`src/rtl/ataque_iniciador_pkg.sv`:
```
// Shared definitions for the attacking side of the serial battleship link.
// Holds the FSM state encoding, board dimensions, frame lengths and the
// cell-index helpers used by the initiator (and by a future responder).
package ataque_iniciador_pkg;

  typedef enum logic [2:0] {
    OCIOSO   = 3'd0,
    TX_START = 3'd1,
    TX_DADOS = 3'd2,
    TX_STOP  = 3'd3,
    AGUARDA  = 3'd4,
    RX_DADO  = 3'd5,
    RX_STOP  = 3'd6
  } estado_t;

  localparam int N_LINHAS         = 7;
  localparam int N_COLUNAS        = 5;
  localparam int N_CELULAS        = 35;
  localparam int REQ_BITS_DADOS   = 6;   // {linha, coluna}
  localparam int REQ_BITS_QUADRO  = 8;   // start + 6 data + stop
  localparam int RESP_BITS_QUADRO = 3;   // start + hit + stop

  // Flat cell index: linha*5 + coluna.
  function automatic logic [5:0] indice_celula(input logic [2:0] lin, input logic [2:0] col);
    return ({3'd0, lin} * 6'd5) + {3'd0, col};
  endfunction

  function automatic logic coord_valida(input logic [2:0] lin, input logic [2:0] col);
    return (lin < 3'(N_LINHAS)) && (col < 3'(N_COLUNAS));
  endfunction

endpackage

```
`src/rtl/serial_bit_timer.sv`:
```
// Serial bit timer plus shift register, shared by the initiator and responder.
// Ports:
//   clk, rstn     clock, async active-low reset
//   recarga_i     reload the down-counter with carga_i (state entry / new bit)
//   carga_i       number of cycles the current bit/interval lasts (>= 1)
//   expirou_o     high on the last cycle of the loaded interval
//   carregar_i    parallel load of dado_i into the shift register
//   deslocar_i    shift right one place, serial_i enters at the MSB
//   dado_o        shift register contents (bit 0 is the next bit out)
module serial_bit_timer
  import ataque_iniciador_pkg::*;
#(
  parameter int LARG_CNT   = 11,
  parameter int LARG_DADOS = REQ_BITS_DADOS
) (
  input  logic                  clk,
  input  logic                  rstn,
  input  logic                  recarga_i,
  input  logic [LARG_CNT-1:0]   carga_i,
  output logic                  expirou_o,
  input  logic                  carregar_i,
  input  logic [LARG_DADOS-1:0] dado_i,
  input  logic                  deslocar_i,
  input  logic                  serial_i,
  output logic [LARG_DADOS-1:0] dado_o
);

  logic [LARG_CNT-1:0]   cnt_q, cnt_d;
  logic [LARG_DADOS-1:0] desl_q, desl_d;

  // Counter holds N-1 after a reload so the interval lasts exactly N cycles.
  always_comb begin
    cnt_d = cnt_q;
    if (recarga_i) begin
      cnt_d = carga_i - LARG_CNT'(1);
    end else if (cnt_q != {LARG_CNT{1'b0}}) begin
      cnt_d = cnt_q - LARG_CNT'(1);
    end else begin
      cnt_d = cnt_q;
    end
  end

  // Shift register next value: parallel load wins over shift.
  always_comb begin
    desl_d = desl_q;
    if (carregar_i) begin
      desl_d = dado_i;
    end else if (deslocar_i) begin
      desl_d = {serial_i, desl_q[LARG_DADOS-1:1]};
    end else begin
      desl_d = desl_q;
    end
  end

  // Counter and shift register state.
  always_ff @(posedge clk or negedge rstn) begin
    if (!rstn) begin
      cnt_q  <= {LARG_CNT{1'b0}};
      desl_q <= {LARG_DADOS{1'b0}};
    end else begin
      cnt_q  <= cnt_d;
      desl_q <= desl_d;
    end
  end

  assign expirou_o = (cnt_q == {LARG_CNT{1'b0}});
  assign dado_o    = desl_q;

endmodule

```
`src/rtl/ataque_iniciador.sv`:
```
// Attacking-side initiator: validates a shot, sends {linha,coluna} serially,
// waits for the hit/miss response and keeps the shot and hit maps.
// Ports:
//   clk, rstn               clock, async active-low reset
//   habilitar               attack mode; dropping it aborts to idle
//   linha, coluna, disparo  target cell and fire button (rising edge fires)
//   limpar                  clear maps and acerto while idle
//   rx / tx                 serial response in / request out (idle high)
//   ocupado                 not idle
//   resultado_valido, acerto, erro_coord, falha   result flags/pulses
//   mapa_tiros, mapa_acertos                      per-cell fired / hit maps
module ataque_iniciador
  import ataque_iniciador_pkg::*;
#(
  parameter int BIT_CICLOS     = 4,
  parameter int TIMEOUT_CICLOS = 1024
) (
  input  logic                 clk,
  input  logic                 rstn,
  input  logic                 habilitar,
  input  logic [2:0]           linha,
  input  logic [2:0]           coluna,
  input  logic                 disparo,
  input  logic                 limpar,
  input  logic                 rx,
  output logic                 tx,
  output logic                 ocupado,
  output logic                 resultado_valido,
  output logic                 acerto,
  output logic                 erro_coord,
  output logic                 falha,
  output logic [N_CELULAS-1:0] mapa_tiros,
  output logic [N_CELULAS-1:0] mapa_acertos
);

  localparam int LARG_CNT   = $clog2(TIMEOUT_CICLOS + BIT_CICLOS + 1);
  // A marker bit above the data: once only the marker is left, all data bits are out.
  localparam int LARG_DESL  = REQ_BITS_DADOS + 1;
  localparam logic [LARG_DESL-1:0] SO_MARCADOR = {{(LARG_DESL-1){1'b0}}, 1'b1};

  estado_t               estado_q, estado_d;
  logic                  tx_q, tx_d;
  logic                  ocupado_q;
  logic [2:0]            lin_q, lin_d, col_q, col_d;
  logic                  confirma_q, confirma_d;
  logic [LARG_CNT-1:0]   meia_q, meia_d;
  logic                  dado_rx_q, dado_rx_d;
  logic [N_CELULAS-1:0]  mapa_tiros_q, mapa_tiros_d, mapa_acertos_q, mapa_acertos_d;
  logic                  acerto_q, acerto_d;
  logic                  res_val_q, res_val_d, erro_q, erro_d, falha_q, falha_d;
  logic                  disparo_q, rx_meta_q, rx_sinc_q;

  logic                  borda_s, expirou_s, recarga_s, recarga_bit_s;
  logic                  carregar_s, deslocar_s, ja_disparado_s;
  logic [LARG_CNT-1:0]   carga_s;
  logic [LARG_DESL-1:0]  dado_s;
  logic [5:0]            idx_alvo_s, idx_tiro_s;

  assign borda_s        = disparo & ~disparo_q;
  assign idx_alvo_s     = indice_celula(linha, coluna);
  assign idx_tiro_s     = indice_celula(lin_q, col_q);
  assign ja_disparado_s = coord_valida(linha, coluna) ? mapa_tiros_q[idx_alvo_s] : 1'b0;
  // The single timer is reloaded on every state change and for each new data bit.
  assign recarga_s      = (estado_d != estado_q) | recarga_bit_s;
  assign carga_s        = (estado_d == AGUARDA) ? LARG_CNT'(TIMEOUT_CICLOS) : LARG_CNT'(BIT_CICLOS);

  serial_bit_timer #(
    .LARG_CNT   (LARG_CNT),
    .LARG_DADOS (LARG_DESL)
  ) u_timer (
    .clk        (clk),
    .rstn       (rstn),
    .recarga_i  (recarga_s),
    .carga_i    (carga_s),
    .expirou_o  (expirou_s),
    .carregar_i (carregar_s),
    .dado_i     ({1'b1, linha, coluna}),
    .deslocar_i (deslocar_s),
    .serial_i   (1'b0),
    .dado_o     (dado_s)
  );

  // Next-state, serial output, map and pulse logic.
  always_comb begin
    estado_d       = estado_q;
    tx_d           = tx_q;
    lin_d          = lin_q;
    col_d          = col_q;
    confirma_d     = confirma_q;
    meia_d         = meia_q;
    dado_rx_d      = dado_rx_q;
    mapa_tiros_d   = mapa_tiros_q;
    mapa_acertos_d = mapa_acertos_q;
    acerto_d       = acerto_q;
    res_val_d      = 1'b0;
    erro_d         = 1'b0;
    falha_d        = 1'b0;
    carregar_s     = 1'b0;
    deslocar_s     = 1'b0;
    recarga_bit_s  = 1'b0;
    if ((estado_q != OCIOSO) && !habilitar) begin
      estado_d   = OCIOSO;
      tx_d       = 1'b1;
      confirma_d = 1'b0;
    end else begin
      case (estado_q)
        OCIOSO: begin
          tx_d       = 1'b1;
          confirma_d = 1'b0;
          // limpar has priority, so a simultaneous shot is dropped.
          if (limpar) begin
            mapa_tiros_d   = {N_CELULAS{1'b0}};
            mapa_acertos_d = {N_CELULAS{1'b0}};
            acerto_d       = 1'b0;
          end else if (borda_s && habilitar) begin
            if (!coord_valida(linha, coluna) || ja_disparado_s) begin
              erro_d = 1'b1;
            end else begin
              lin_d      = linha;
              col_d      = coluna;
              carregar_s = 1'b1;
              estado_d   = TX_START;
              tx_d       = 1'b0;
            end
          end else begin
            estado_d = OCIOSO;
          end
        end
        TX_START: begin
          if (expirou_s) begin
            estado_d   = TX_DADOS;
            tx_d       = dado_s[0];
            deslocar_s = 1'b1;
          end else begin
            tx_d = 1'b0;
          end
        end
        TX_DADOS: begin
          if (expirou_s && (dado_s == SO_MARCADOR)) begin
            estado_d = TX_STOP;
            tx_d     = 1'b1;
          end else if (expirou_s) begin
            tx_d          = dado_s[0];
            deslocar_s    = 1'b1;
            recarga_bit_s = 1'b1;
          end else begin
            tx_d = tx_q;
          end
        end
        TX_STOP: begin
          tx_d = 1'b1;
          if (expirou_s) begin
            estado_d   = AGUARDA;
            confirma_d = 1'b0;
          end else begin
            estado_d = TX_STOP;
          end
        end
        AGUARDA: begin
          // A confirmation due on the same cycle as the timeout takes precedence.
          if (confirma_q && (meia_q == {LARG_CNT{1'b0}})) begin
            confirma_d = 1'b0;
            if (!rx_sinc_q) begin
              estado_d = RX_DADO;
            end else begin
              estado_d = AGUARDA;
            end
          end else if (expirou_s) begin
            estado_d   = OCIOSO;
            falha_d    = 1'b1;
            confirma_d = 1'b0;
          end else if (confirma_q) begin
            meia_d = meia_q - LARG_CNT'(1);
          end else if (!rx_sinc_q) begin
            confirma_d = 1'b1;
            meia_d     = LARG_CNT'(BIT_CICLOS / 2 - 1);
          end else begin
            confirma_d = 1'b0;
          end
        end
        RX_DADO: begin
          if (expirou_s) begin
            dado_rx_d = rx_sinc_q;
            estado_d  = RX_STOP;
          end else begin
            estado_d = RX_DADO;
          end
        end
        RX_STOP: begin
          if (expirou_s && rx_sinc_q) begin
            estado_d                 = OCIOSO;
            mapa_tiros_d[idx_tiro_s] = 1'b1;
            if (dado_rx_q) begin
              mapa_acertos_d[idx_tiro_s] = 1'b1;
            end else begin
              mapa_acertos_d = mapa_acertos_q;
            end
            acerto_d  = dado_rx_q;
            res_val_d = 1'b1;
          end else if (expirou_s) begin
            estado_d = OCIOSO;
            falha_d  = 1'b1;
          end else begin
            estado_d = RX_STOP;
          end
        end
        default: begin
          estado_d = OCIOSO;
          tx_d     = 1'b1;
        end
      endcase
    end
  end

  // Input conditioning: fire-button delay copy and 2-flop rx synchroniser.
  always_ff @(posedge clk or negedge rstn) begin
    if (!rstn) begin
      disparo_q <= 1'b0;
      rx_meta_q <= 1'b1;
      rx_sinc_q <= 1'b1;
    end else begin
      disparo_q <= disparo;
      rx_meta_q <= rx;
      rx_sinc_q <= rx_meta_q;
    end
  end

  // FSM state, datapath and registered outputs.
  always_ff @(posedge clk or negedge rstn) begin
    if (!rstn) begin
      estado_q       <= OCIOSO;
      tx_q           <= 1'b1;
      ocupado_q      <= 1'b0;
      lin_q          <= 3'd0;
      col_q          <= 3'd0;
      confirma_q     <= 1'b0;
      meia_q         <= {LARG_CNT{1'b0}};
      dado_rx_q      <= 1'b0;
      mapa_tiros_q   <= {N_CELULAS{1'b0}};
      mapa_acertos_q <= {N_CELULAS{1'b0}};
      acerto_q       <= 1'b0;
      res_val_q      <= 1'b0;
      erro_q         <= 1'b0;
      falha_q        <= 1'b0;
    end else begin
      estado_q       <= estado_d;
      tx_q           <= tx_d;
      ocupado_q      <= (estado_d != OCIOSO);
      lin_q          <= lin_d;
      col_q          <= col_d;
      confirma_q     <= confirma_d;
      meia_q         <= meia_d;
      dado_rx_q      <= dado_rx_d;
      mapa_tiros_q   <= mapa_tiros_d;
      mapa_acertos_q <= mapa_acertos_d;
      acerto_q       <= acerto_d;
      res_val_q      <= res_val_d;
      erro_q         <= erro_d;
      falha_q        <= falha_d;
    end
  end

  assign tx               = tx_q;
  assign ocupado          = ocupado_q;
  assign resultado_valido = res_val_q;
  assign acerto           = acerto_q;
  assign erro_coord       = erro_q;
  assign falha            = falha_q;
  assign mapa_tiros       = mapa_tiros_q;
  assign mapa_acertos     = mapa_acertos_q;

endmodule

```
`config.mk`:
```
export PLATFORM = sky130hd
export DESIGN_NAME = ataque_iniciador
export DESIGN_NICKNAME = d
export VERILOG_FILES = /design/src/rtl/ataque_iniciador_pkg.sv /design/src/rtl/serial_bit_timer.sv /design/src/rtl/ataque_iniciador.sv
export SDC_FILE = /design/constraint.sdc
export NUM_CORES = 1
export LEC_CHECK = 0
export ABC_CLOCK_PERIOD_IN_PS = 3700
export BUFFER_PORTS_ARGS = -buffer_cell sky130_fd_sc_hd__clkbuf_2
export CORE_UTILIZATION = 52
export DETAILED_ROUTE_END_ITERATION = 7
export PLACE_DENSITY_LB_ADDON = 0.2
export SYNTH_ARGS = -nofsm -noshare
export SYNTH_HDL_FRONTEND = slang
export SYNTH_SLANG_ARGS = --single-unit
```
`constraint.sdc`:
```
create_clock -name clk -period 3.7 [get_ports clk]
set_input_delay 0.74 -clock clk [delete_from_list [all_inputs] [get_ports clk]]
set_output_delay 0.74 -clock clk [all_outputs]
set_load 0.02 [all_outputs]
```
==> reports/metrics.cfg <==
[yosys]
yosysWarningCount = 0
post-synth-top-area-fraction_pct = 48.0
synth_seq_cells = 119
synth-simple-area-share_pct = 16.7
synth_xor_area_share_pct = 0.723
netlist_area_um2 = 6050
netlist.top_cell.by_area = dfrtp_1
seq_area_frac_synth_pct = 49.3
muxShareOfSynthArea_pct = 7.57
synth-compound-area-share_pct = 16.3
synth_cell_types = 78
syn_avg_cell_area_um2 = 10.0
synth_area_leaders = dfrtp_1 48%, a21oi_1 7.4%, nor2_1 6.4%
synth_edf_count = 0
synth_top_family_by_area = simple AND/OR/NAND/NOR gates
synthCells = 604
synth_adder_area_share_pct = 4.96
synthArstFlopShare_pct = 100
synth_top_flop_cell = dfrtp_1
synth_nets = 638

[drt]
ant_nets = 0
route.layer.met1.wl_mm = 6.65
wl_met2_mm = 8.11
drtIter0Drc = 450
top_layer = met4
drt_first_pass_iters = 5
routed_wl_mm = 16.1
wl_per_cell_um = 17.9
vias = 5255
vias_per_cell = 5.86
met3WireLength_um = 854
drc = 0

[power]
leakagePower_nw = 3.80
power.density_nw_per_um2 = 924
ir_worst_vdd_mv = 0.695

[cells_and_area]
fin_nets = 774
final_core_util_pct = 68.3
diodes = 0
syn_to_final_growth_pct = 28.4
drive_above_1_share_pct = 31.7
final_area_um2 = 7770
most-common-layout-cells = 116 x dfrtp_1, 103 x nor2_1, 87 x a21oi_1
fin_cells = 896
final_common_cell = dfrtp_1

[hold_path]
hold_class = flop to flop
holdCritStartpoint = rx_meta_q

[sta]
slew_violations = 0
timing.final.crit_period_ns = 3.97
fin_ws_ns = -0.267
max_slew_margin_pct = 49.5
final.setup_skew_ns = 0.00712
fmax_ghz = 0.252
tightest_slew_ns = 0.757
rsz0062_at_grt = true
fin_tns_setup_ns = -0.489
hold_viol_final = 0
worst_hold_slack_ns = 0.358
timing.final.crit_share_pct = 107
setup_viol = 4

[floorplan]
core_area_um2 = 11400
start_util_pct = 53.2
dieArea_um2 = 12100
row_count = 39
dieHeight_um = 110
io_pins = 88
dieWidth_um = 110

[placement]
gp_congestion = 0.881
hpwl_mm = 11.1
io_buffers = 87
place_area_um2 = 6980
post-place-cells = 853

[critical_path]
critPathRequiredTime_ns = 4.06
cp-start-kind = primary input
crit_start = linha[0]
path_class = primary input to flop
r2r-start = meia_q[0]
end_kind = flop
worstPathMaxFanout = 4
worst-endpoint-arrival_ns = 4.32

[grt]
grt_overflow_total = 0
grt_pass1_wl_mm = 25.2
antenna_found_initial = 0
gr-usage-all-layers_pct = 28.1
grt_max_degree = 120
grt_pass1_vias = 5072

[status]
outcome = finished, violations left
failed_checks = negative setup slack

[clocking]
cts_tree = built
htree_levels = 4
cts-root-buf = clkbuf_16
insertion_delay_ns = 0.42
clkSlewWorstSetupHoldPaths_ns = 0.06
cts_buffers = 17
cts_sinks = 119
cts_buffer_depth = 2

[job]
maxCapViolations = 0

## cells in the mapped netlist (6+ instances only)
master and count:
nand3_1 8, mux2i_1 17, mux4_2 6, nand2_1 28, o21ai_0 24, or3_1 8
ha_1 20, dfrtp_1 116, mux2_2 8, clkbuf_1 18, a21oi_1 89, nor3_1 15
inv_1 22, o31ai_1 7, nor2_1 103, nor3b_1 6
## final timing paths
check | to | slack, ns | depth (start not counted)
setup / recovery | u_timer.cnt_q[10] | -0.27 | 17
hold / removal | rx_sinc_q | 0.36 | 0
setup reg to reg | u_timer.cnt_q[10] | -0.05 | 16
hold reg to reg | rx_sinc_q | 0.36 | 0
max in group asynchronous | mapa_tiros[20] | 2.81 | 2
min in group asynchronous | meia_q[9] | 0.41 | 2
## cells by family (layout without fill, tap and decap cells)
family | after synthesis | after routing
buf+inv | 54 | 203
simple gates | 208 | 208
mux | 34 | 34
xor+xnor | 5 | 5
flops | 119 | 119
fa+ha+maj | 23 | 23
compound gates | 161 | 161
## stage by stage
| step | setup slack [ns] | power, mW |
|---|---|---|
| after floorplan | -0.617 | 4.13 |
| after global placement | -0.639 | 5.17 |
| after detailed placement | -0.737 | 5.31 |
| after CTS | -0.231 | 7.07 |
| after global routing | -0.350 | 7.58 |
| final | -0.267 | 7.18 |
## critical path: stages
cell,delay [ns]
buf_8,0.10
ha_4,0.26
ha_4,0.19
fa_2,0.38
xor2_4,0.21
mux4_2,0.52
mux2i_1,0.14
o211ai_1,0.16
a31oi_4,0.23
mux2_4,0.36
nand2_4,0.07
ha_4,0.12
and2b_2,0.15
and4b_1,0.22
a21oi_1,0.05
nor3_1,0.25
o31a_1,0.16
## cell type report
cell class                 count  area [um2]
sequential                   119        2980
fill                         830        3600
timing repair buffer         147         940
clock buffer                  20         467
clock inverter                12         119
multi-input combinational    431        2990
inverter                      24        90.1
tap                          143         179
## power by group
group | leakage (nW) | switching (mW) | internal, mW
Sequential | 1.60 | 0.322 | 1.67
Combinational | 1.92 | 2.21 | 1.38
Clock | 0.279 | 0.614 | 0.983
Total | 3.80 | 3.15 | 4.03
## flip-flops by register name, summed over array words and instances, names as in the netlist, 3 cells and up
| name | cells |
|---|---|
| mapa_acertos | 35 |
| meia_q | 11 |
| estado_q | 3 |
| col_q | 3 |
| mapa_tiros | 35 |
| u_timer.cnt_q | 11 |
| u_timer.dado_o | 7 |
| lin_q | 3 |
## metal layers
metal,vias to the layer above,track usage (%)
met2,175,45.8
met4,0,13.0
li1,2433,-
met5,-,0
met1,2616,34.5
met3,31,8.06
## timing repair
item	4_1_cts	5_1_grt
endpoints found under the setup margin	6	10
hold buffers	0	0
cloned	0	1
setup buffers	6	7
resized for setup	13	16
pin swaps	7	6
No activity file was read; power rests on OpenSTA's default activity.
